===== src/rtl/timer0_pkg.sv =====
// Shared definitions for the timer0 interrupt unit: FSM encoding, TIFR/TIMSK
// bit positions and the default ATmega32 vector addresses.
package timer0_pkg;

  typedef enum logic [1:0] {
    ST_IDLE   = 2'd0,
    ST_REQ    = 2'd1,
    ST_CLEAR  = 2'd2,
    ST_SETTLE = 2'd3
  } state_e;

  localparam int OCF0  = 1;
  localparam int TOV0  = 0;
  localparam int OCIE0 = 1;
  localparam int TOIE0 = 0;

  localparam logic [15:0] DEF_COMP_VECTOR = 16'h0014;
  localparam logic [15:0] DEF_OVF_VECTOR  = 16'h0016;

  // Serviced source index maps directly onto its TIFR bit (1 = OCF0, 0 = TOV0).
  function automatic logic [7:0] clear_flag(input logic [7:0] tifr, input logic sel);
    return tifr & ~(8'h01 << sel);
  endfunction

endpackage


===== src/rtl/timer0_interrupt_unit_if.sv =====
// CPU-side interrupt handshake: the unit (master) raises a request with its
// vector, the core (slave) answers with a single-cycle acknowledge.
interface timer0_interrupt_unit_if;
  logic        irq_request;
  logic [15:0] irq_vector;
  logic        irq_ack;

  modport master (output irq_request, output irq_vector, input irq_ack);
  modport slave  (input irq_request, input irq_vector, output irq_ack);
endinterface


===== src/rtl/timer0_interrupt_unit.sv =====
// Timer0 interrupt unit: gates TIFR with TIMSK and SREG.I, requests the
// highest-priority source from the core and clears the serviced flag on ack.
module timer0_interrupt_unit
  import timer0_pkg::*;
#(
  parameter logic [15:0] COMP_VECTOR = DEF_COMP_VECTOR,
  parameter logic [15:0] OVF_VECTOR  = DEF_OVF_VECTOR
) (
  input  logic                           sysClock,
  input  logic                           reset_n,
  input  logic [7:0]                     TIFR_in,
  input  logic [7:0]                     TIMSK_in,
  input  logic                           SREG_I,
  input  logic                           timer_TIFR_we,
  timer0_interrupt_unit_if.master        cpu,
  output logic                           TIFR_write_enable,
  output logic [7:0]                     TIFR_write_data
);

  state_e      state_q, state_d;
  logic        sel_q, sel_d;
  logic        irq_request_q, irq_request_d;
  logic [15:0] irq_vector_q, irq_vector_d;
  logic        tifr_we_q, tifr_we_d;
  logic [7:0]  tifr_wdata_q, tifr_wdata_d;
  logic [1:0]  pending;
  logic        unused_timsk;

  assign unused_timsk = ^TIMSK_in[7:2];

  assign pending[1] = TIFR_in[OCF0] & TIMSK_in[OCIE0] & SREG_I;
  assign pending[0] = TIFR_in[TOV0] & TIMSK_in[TOIE0] & SREG_I;

  always_comb begin
    state_d      = state_q;
    sel_d        = sel_q;
    tifr_we_d    = 1'b0;
    tifr_wdata_d = 8'h00;
    case (state_q)
      ST_IDLE: begin
        if (|pending) begin
          sel_d   = pending[1];
          state_d = ST_REQ;
        end
      end
      ST_REQ: begin
        // Once issued, the request is never re-targeted; it only completes or is withdrawn.
        if (cpu.irq_ack)             state_d = ST_CLEAR;
        else if (!pending[sel_q])    state_d = ST_IDLE;
      end
      ST_CLEAR: begin
        if (!timer_TIFR_we) begin
          tifr_we_d    = 1'b1;
          tifr_wdata_d = clear_flag(TIFR_in, sel_q);
          state_d      = ST_SETTLE;
        end
      end
      ST_SETTLE: state_d = ST_IDLE;
      default:   state_d = ST_IDLE;
    endcase

    // Outputs are registered from the next state so nothing reaches a pin combinationally.
    irq_request_d = (state_d == ST_REQ);
    irq_vector_d  = irq_request_d ? (sel_d ? COMP_VECTOR : OVF_VECTOR) : 16'h0000;
  end

  always_ff @(posedge sysClock or negedge reset_n) begin
    if (!reset_n) begin
      state_q       <= ST_IDLE;
      sel_q         <= 1'b0;
      irq_request_q <= 1'b0;
      irq_vector_q  <= 16'h0000;
      tifr_we_q     <= 1'b0;
      tifr_wdata_q  <= 8'h00;
    end else begin
      state_q       <= state_d;
      sel_q         <= sel_d;
      irq_request_q <= irq_request_d;
      irq_vector_q  <= irq_vector_d;
      tifr_we_q     <= tifr_we_d;
      tifr_wdata_q  <= tifr_wdata_d;
    end
  end

  assign cpu.irq_request   = irq_request_q;
  assign cpu.irq_vector    = irq_vector_q;
  assign TIFR_write_enable = tifr_we_q;
  assign TIFR_write_data   = tifr_wdata_q;

endmodule


===== src/flat_wrapper.sv =====
// flat-port wrapper written by rule: the top's interface ports become plain ports
module timer0_interrupt_unit_flat import timer0_pkg::*;
#(
  parameter logic [15:0] COMP_VECTOR = DEF_COMP_VECTOR,
  parameter logic [15:0] OVF_VECTOR  = DEF_OVF_VECTOR
)
  (sysClock, reset_n, TIFR_in, TIMSK_in, SREG_I, timer_TIFR_we, TIFR_write_enable, TIFR_write_data, cpu_irq_request, cpu_irq_vector, cpu_irq_ack);
  timer0_interrupt_unit_if cpu_i ();
  input  logic sysClock;
  input  logic reset_n;
  input  logic [7:0] TIFR_in;
  input  logic [7:0] TIMSK_in;
  input  logic SREG_I;
  input  logic timer_TIFR_we;
  output logic TIFR_write_enable;
  output logic [7:0] TIFR_write_data;
  output wire logic [$bits(cpu_i.irq_request)-1:0] cpu_irq_request;
  output wire logic [$bits(cpu_i.irq_vector)-1:0] cpu_irq_vector;
  input wire logic [$bits(cpu_i.irq_ack)-1:0] cpu_irq_ack;
  assign cpu_irq_request = cpu_i.irq_request;
  assign cpu_irq_vector = cpu_i.irq_vector;
  assign cpu_i.irq_ack = cpu_irq_ack;
  timer0_interrupt_unit #(.COMP_VECTOR(COMP_VECTOR), .OVF_VECTOR(OVF_VECTOR)) u_core (.sysClock(sysClock), .reset_n(reset_n), .TIFR_in(TIFR_in), .TIMSK_in(TIMSK_in), .SREG_I(SREG_I), .timer_TIFR_we(timer_TIFR_we), .cpu(cpu_i), .TIFR_write_enable(TIFR_write_enable), .TIFR_write_data(TIFR_write_data));
endmodule

===== config.mk =====
export PLATFORM = sky130hd
export DESIGN_NAME = timer0_interrupt_unit_flat
export DESIGN_NICKNAME = d
export VERILOG_FILES = /design/src/rtl/timer0_pkg.sv /design/src/rtl/timer0_interrupt_unit_if.sv /design/src/rtl/timer0_interrupt_unit.sv /design/src/flat_wrapper.sv
export SDC_FILE = /design/constraint.sdc
export NUM_CORES = 1
export LEC_CHECK = 0
export ABC_AREA = 1
export CAP_MARGIN = 20
export CORE_MARGIN = 2
export CORE_UTILIZATION = 35
export CTS_CLUSTER_SIZE = 30
export DETAILED_ROUTE_END_ITERATION = 8
export PLACE_DENSITY_LB_ADDON = 0.2
export SYNTH_ARGS = -nofsm -noshare
export SYNTH_HDL_FRONTEND = slang
export SYNTH_SLANG_ARGS = --single-unit

===== constraint.sdc =====
create_clock -name sysClock -period 1.71 [get_ports sysClock]
set_input_delay 0.2565 -clock sysClock [delete_from_list [all_inputs] [get_ports sysClock]]
set_output_delay 0.2565 -clock sysClock [all_outputs]
set_load 0.01 [all_outputs]

# Yosys cells after proc, flatten, opt, wreduce, memory -nomap -nowiden
# Cells that the tools add are included.
dict set report word_totals {
  reg_bits 29
  input_bits 21
  output_inout_bits 26
  wordCells 35
}
dict set report classes {
  magnitude_cmp 1
  eq_ne 4
  shift 1
  mux 15
  bitwise_logic 6
  reduce_logical 2
}
# cell count
set op_table {}
lappend op_table {{16-bit two-way mux} 1}
lappend op_table {{8-bit two-way mux} 2}
lappend op_table {{2-bit two-way mux} 5}
lappend op_table {{8-bit AND} 1}
lappend op_table {{8-bit NOT} 1}
lappend op_table {{2-bit case mux with 4 select lines} 1}
lappend op_table {{1-bit by 1-bit << shifter with 8-bit output (first input constant)} 1}
lappend op_table {{1-bit two-way mux} 6}
lappend op_table {{1-bit AND} 4}
lappend op_table {{2-bit by 1-bit equality test with 1-bit output (second input constant)} 2}
lappend op_table {{2-bit equality test (second input constant)} 2}
lappend op_table {{2-bit logical NOT} 1}
lappend op_table {{1-bit by 2-bit < comparator with 1-bit output (second input constant)} 1}
lappend op_table {{2-bit OR reduction} 1}

# Depth between registers and ports, before layout
dict set report logic_depth {
  word_depth 9
  mapped_depth 7
  depth_no_buf 7
}

# Worst setup path before layout
# OpenSTA, ideal clock, no wires.
dict set report synth_timing {
  path_type {register to register}
  startpoint {register u_core.state_q[1]}
  endpoint {register u_core.irq_vector_q[1], in the netlist u_core.cpu.irq_vector[1]}
  setup_ps 69
  arrival_time_ps 869
  required_ps 1641
  setup_slack_ps 772
  stages_incl_launch_ff 8
  n_path_buf 0
  synth_period_minus_slack_ps 938
  path_cell_list {dfrtp_1 -> inv_1 -> nand2_1 -> nor2_2 -> nor2_2 -> nand3_2 -> nand2_2 -> nor2_2}
}
dict set report synth_via {
  elab_cells_between_ends 13
  classes_between {eq/ne: 4; mux: 8; reduce/logical: 1}
}
# item line
set synth_lines {}
lappend synth_lines {{from (decl)} timer0_interrupt_unit.sv:20} ;# state_e state_q, state_d;
lappend synth_lines {{from (signal assigned)} timer0_interrupt_unit.sv:76} ;# state_q <= state_d;
lappend synth_lines {{2-bit equality test (tied with other cells)} timer0_interrupt_unit.sv:39} ;# case (state_q)
lappend synth_lines {{2-bit case mux with 4 select lines *} timer0_interrupt_unit.sv:39}
lappend synth_lines {{via u_core.state_d[0]} timer0_interrupt_unit.sv:20}
lappend synth_lines {{2-bit by 1-bit equality test with 1-bit output *} timer0_interrupt_unit.sv:63} ;# irq_request_d = (state_d == ST_REQ);
lappend synth_lines {{16-bit two-way mux *} timer0_interrupt_unit.sv:64} ;# irq_vector_d = irq_request_d ? (sel_d ? COMP_VECTOR : OVF_VECTOR) : 16'h0000;
lappend synth_lines {{via u_core.irq_vector_d[1]} timer0_interrupt_unit.sv:23} ;# logic [15:0] irq_vector_q, irq_vector_d;
lappend synth_lines {{to (signal assigned)} timer0_interrupt_unit.sv:79} ;# irq_vector_q <= irq_vector_d;
lappend synth_lines {{to (decl)} timer0_interrupt_unit.sv:23}
# Mark *: on every way through the listed nets, which the timed path passes. The rest lies on a longest branch.

# Worst setup path after layout
dict set report layout_timing {
  startpoint {register u_core.irq_vector_q[2], in the netlist u_core.cpu.irq_vector[2]}
  endpoint {output cpu_irq_vector[2]}
}
# item line
set layout_lines {}
lappend layout_lines {{to (decl)} flat_wrapper.sv:18} ;# output wire logic [$bits(cpu_i.irq_vector)-1:0] cpu_irq_vector;
# No word-level cell between the ends.

==> reports/metrics.cfg <==
[outcome]
outcome = completed

[placement]
place_area_um2 = 888
place_hpwl_um = 907
portBuffers = 27
place.gp.congestion = 0.742

[logic_synthesis]
synth.area.mux_share_pct = 0
synth_area_per_cell_um2 = 9.09
yosysUniqueCellTypes = 14
synth_top_area_cell = dfrtp_1
synth_top_family_by_area = buffers and inverters
postSynthRegisterBits = 14
seq_area_frac_synth_pct = 53.5
yosys.area_share.simple_pct = 20.3
ys_warn_count = 0
synthCells = 72
synth_compound_area_share_pct = 1.53
ys_top_cells_by_area = dfrtp_1 54%, buf_4 17%, inv_1 6.3%, nor2_1 5.7%, nand2_1 4.0%
synthesis.area_um2 = 654
synth_top_area_share_pct = 53.5
synth_fa_ha_area_share_pct = 0
synth_xor_area_share_pct = 0

[power_and_ir_drop]
power_per_cell_area_mw_per_mm2 = 1270
leakage_nw = 0.477
ir_worst_vdd_uv = 645

[timing]
maxSlewViolCount = 0
tightest_slew_ns = 0.623
worst_clock_skew_ns = 0.00578
hold_viol_final = 0
fin_crit_sh_pct = 84.3
grt_setup_unrepaired = false
fmax_mhz = 693
setup_viol = 0
maxSlewHeadroom_pct = 58.3
setup_tns_ns = 0
period_minus_slack_ns = 1.44

[floorplan]
die_x_um = 47.2
dieHeight_um = 47.2
die-area_mm2 = 0.00223
initial_core_util_pct = 37.5
core_mm2 = 0.00175
ios = 47
rows = 15

[drt]
vias = 492
routed_via_density = 3.94
drc_errors = 0
dr.first_iter.drc_count = 7
antenna_left = 0
wl_per_cell_um = 9.05
routed_wl_mm = 1.13
dr.pass1.iters = 3

[layout]
n_antenna_cell = 0
fin_area_um2 = 925
mostFrequentLayoutCell = clkdlybuf4s50_1
drive_gt1_share_pct = 12.0
final_nets = 122
layout_common_cells = 27 x clkdlybuf4s50_1, 14 x dfrtp_1, 13 x conb_1
areaGrowthSynthToFinish_pct = 41.3
nFillCells = 177
final_util_pct = 53.0

[critical_path]
regToRegSetupSlack_ns = 0.67
max_stage_delay_ns = 0.54
cp_max_fo = 3
cp_slowest_cell = clkdlybuf4s50_1
critPathCaptureType = output port
worstSetupStartpointType = flip-flop
critPathKind = flip-flop to output port
worst_ep_arrival_time_ns = 1.19
critPathBufInv = 1
path_delay_family = buffers and inverters
crit_required_ns = 1.45
path_cells = clkdlybuf4s50_1

[clock_tree]
cts_tree = built
clk_latency_ns = 0.28
cts_setup_buffers = 0
cts_max_level = 1
cts_made_buffers = 3
cts.clk_slew.worst_paths_ns = 0.09
cts_buffer_depth = 2
cts_resized = 0
root_buffer = clkbuf_4
cts_hold_buf = 0
clock_sinks = 14

[global_routing]
grt_max_degree = 15
antenna_found_initial = 0
grt_overflow = 0
grt_first_pass_wirelength_mm = 1.64
grt_pass1_vias = 408
grt_use_total_pct = 11.0

[hold_path]
hold_class = primary input to async pin

[run]
drv_cap = 0

==> Yosys cell counts <==
master and count:
nand3_2 1, nand2_2 2, nor2_1 10, dfrtp_1 14, o21ai_1 1, buf_4 15, a21oi_1 1, inv_2 1
nand3_1 3, inv_1 11, nand4_1 1, nand2_1 7, conb_1 1, nor2_2 4
==> per-layer routing <==
metal | routed length [µm] | vias to the layer above | GRT usage [%]
li1 | - | 244 | -
met1 | 445 | 226 | 11.6
met2 | 610 | 20 | 18.9
met3 | 62 | 2 | 2.31
met4 | 12 | 0 | 8.33
met5 | 0 | - | 0
==> sequential cells by signal, summed over array words and instances (netlist names) <==
name and cells:
u_core.state_q 2, u_core.sel_q 1, u_core.TIFR_write_enable 1, u_core.cpu.irq_vector 2
u_core.TIFR_write_data 8
==> report_power, final <==
part,switching (W),internal (W)
Sequential,0.0000498,0.000422
Combinational,0.000238,0.000229
Clock,0.000110,0.000129
Total,0.000398,0.000781
==> cells by family after synthesis <==
group	after synthesis
AND/OR/NAND/NOR	28
buffers and inverters	27
AO/OA/AOI/OAI	2
other	1
flip-flops	14
==> worst paths after layout <==
check	end	depth (start not counted)	from
hold reg to reg	u_core.TIFR_write_data[0]	2	u_core.sel_q
hold / removal	u_core.cpu.irq_vector[2]	1	reset_n
setup / recovery	cpu_irq_vector[2]	1	u_core.cpu.irq_vector[2]
min in group sysClock	u_core.TIFR_write_data[5]	3	TIFR_in[5]
setup reg to reg	u_core.cpu.irq_vector[1]	4	u_core.state_q[1]
max in group asynchronous	u_core.TIFR_write_data[2]	1	reset_n
==> stage by stage <==
stage / total power [W] / hold slack [ns] / setup WS, ns / instances
floorplan: 0.000769 / -0.0391 / 0.772 / 84
global placement: 0.000945 / 0.527 / 0.386 / 121
detailed placement: 0.000957 / 0.524 / 0.370 / 121
CTS: 0.00120 / 0.370 / 0.252 / 125
global route: 0.00126 / 0.415 / 0.205 / 125
finish: 0.00118 / 0.357 / 0.268 / 125
==> cell type report <==
type / instances / area, µm² / area share [%]
Inverter: 12 / 45.0 / 4.87
Sequential cell: 14 / 350 / 37.9
Clock buffer: 4 / 36.3 / 3.92
Timing Repair Buffer: 27 / 270 / 29.2
Tap cell: 25 / 31.3 / 3.38
Multi-Input combinational cell: 43 / 191 / 20.7
Power figures use the tool's default switching activity.
==> edit (config.mk and constraints unchanged) <==
Encoding of `state_e`: now one-hot (4 bits for 4 states).
--- a/src/rtl/timer0_pkg.sv
+++ b/src/rtl/timer0_pkg.sv
@@ -2,11 +2,11 @@
 // bit positions and the default ATmega32 vector addresses.
 package timer0_pkg;
 
-  typedef enum logic [1:0] {
-    ST_IDLE   = 2'd0,
-    ST_REQ    = 2'd1,
-    ST_CLEAR  = 2'd2,
-    ST_SETTLE = 2'd3
+  typedef enum logic [3:0] {
+    ST_IDLE   = 4'b0001,
+    ST_REQ    = 4'b0010,
+    ST_CLEAR  = 4'b0100,
+    ST_SETTLE = 4'b1000
   } state_e;
 
   localparam int OCF0  = 1;
Function: same outputs for any inputs over 10 cycles, from zero or initial values and one cycle with reset_n low; not proved beyond that.
==> edit against the original RTL <==
Via count is 15% higher; sequential cell count rose by 2; core utilization is 0.85 points lower; wire length rose by 14%; cell count is 14% higher; synthesized area up 17%; non-clock buffer count is 1 higher; design area is 13% higher; setup slack got worse by 0.0078 ns; critical path type unchanged.
Power is not compared: it rests on default switching activity, and its combinational part moved more than twofold at a synthesized area within 25%.
==> edit: results <==
run_status:
  run_status: "completed"
logic_synthesis:
  synth_common_cells: "nand2_1 (17), buf_4 (15), dfrtp_1 (15)"
  synth_cell_types: 15
  yosysSeqAreaShare_pct: 52.6
  async_flop_share_pct: 100
  synthTopCellsByArea: "dfrtp_1 (49%), buf_4 (15%), nand2_1 (8.4%)"
detailed_routing:
  first_iter_violations: 4
  routedWlPerCell_um: 9.08
  vias: 568
global_routing:
  grtUsageMet3_pct: 1.79
  grt_pass1_vias: 549
  grt_start_max_net_pins: 10
  grt_use_total_pct: 11.3
  gr-total-overflow: 0
  grt_first_pass_wirelength_um: 2170
  grt_use_met2_pct: 19.3
  use_met1_pct: 12.6
power:
  leakagePower_nw: 0.549
  vdd_drop_max_mv: 0.375
place:
  gp_congestion: 0.769
  dp_hpwl_um: 1030
clock_network:
  htree_num_levels: 1
  clock_path_buffers: 2
  path_clk_slew_ns: 0.09
sta:
  fin_worst_skew_ns: 0.00132
final_layout:
  drive_gt1_share_pct: 13.9
  fin_nets: 137
  n_fill_cell: 191
critical_path:
  critPathSlowestCell: "clkdlybuf4s50_1"
[edit: cell types whose count changed in the layout (fill, tap and decap cells not counted), sizes merged]
cell	delta
a21oi	-1
buf	+1
dfrtp	+1
dfstp	+1
nand2	+10
nand2b	+1
nand3	+1
nand4	-1
nor2	+1
o22ai	+1
[edit: worst paths after layout]
path | startpoint | cells past startpoint | end | slack [ns]
worst max-delay path | u_core.cpu.irq_vector[2]$_DFF_PN0_ | 1 | cpu_irq_request | 0.26
worst min-delay path | reset_n | 1 | u_core.TIFR_write_data[7]$_DFF_PN0_ | 0.25
worst max register to register | u_core.state_q[0]$_DFF_PN1_ | 6 | u_core.cpu.irq_vector[1]$_DFF_PN0_ | 0.60
worst min register to register | u_core.sel_q$_DFF_PN0_ | 2 | u_core.TIFR_write_data[0]$_DFF_PN0_ | 0.56
max in group asynchronous | reset_n | 2 | u_core.TIFR_write_data[0]$_DFF_PN0_ | 1.00
min in group sysClock | TIFR_in[3] | 3 | u_core.TIFR_write_data[3]$_DFF_PN0_ | 0.50
[edit: layout make-up]
cell class | instances | area [µm²] | area share (%)
multi-input combinational | 55 | 249 | 23.9
sequential | 16 | 402 | 38.5
tap | 27 | 33.8 | 3.24
clock buffer | 4 | 36.3 | 3.48
timing repair buffer | 28 | 278 | 26.6
inverter | 12 | 45.0 | 4.32
[edit: cells by family after synthesis]
group / Yosys count / synth area share (%)
DFF: 16 / 52.6
buffers and inverters: 27 / 20.7
AOI/OAI and AO/OA: 2 / 1.48
and+or+nand+nor: 40 / 24.8
other: 1 / 0.491
[edit: metal layers]
layer | vias to the layer above | share of wire (%)
li1 | 286 | -
met2 | 24 | 49
met4 | 0 | 1.5
met5 | - | 0
met1 | 256 | 41
met3 | 2 | 8.6
[edit: worst reg2reg max path: cells and delay by family, from the launching register on]
kind	cells	cell delay, ns
and+or+nand+nor	6	0.50
DFF	1	0.56
[edit: where the power goes]
| group | internal, mW | total [mW] | switching [mW] |
|---|---|---|---|
| clock network | 0.129 | 0.242 | 0.112 |
| logic | 0.0708 | 0.153 | 0.0818 |
| registers | 0.398 | 0.412 | 0.0135 |
[edit: through the flow]
stage	setup WS [ns]	instance area (µm²)	total power, mW	hold slack [ns]	cells
final	0.260	1040	0.806	0.251	142
after global routing	0.196	1040	0.858	0.262	142
after CTS	0.237	1040	0.820	0.252	142
after detailed placement	0.336	1010	0.573	0.546	138
after global placement	0.338	1010	0.571	0.539	138
after floorplan	0.672	808	0.528	-0.0391	98
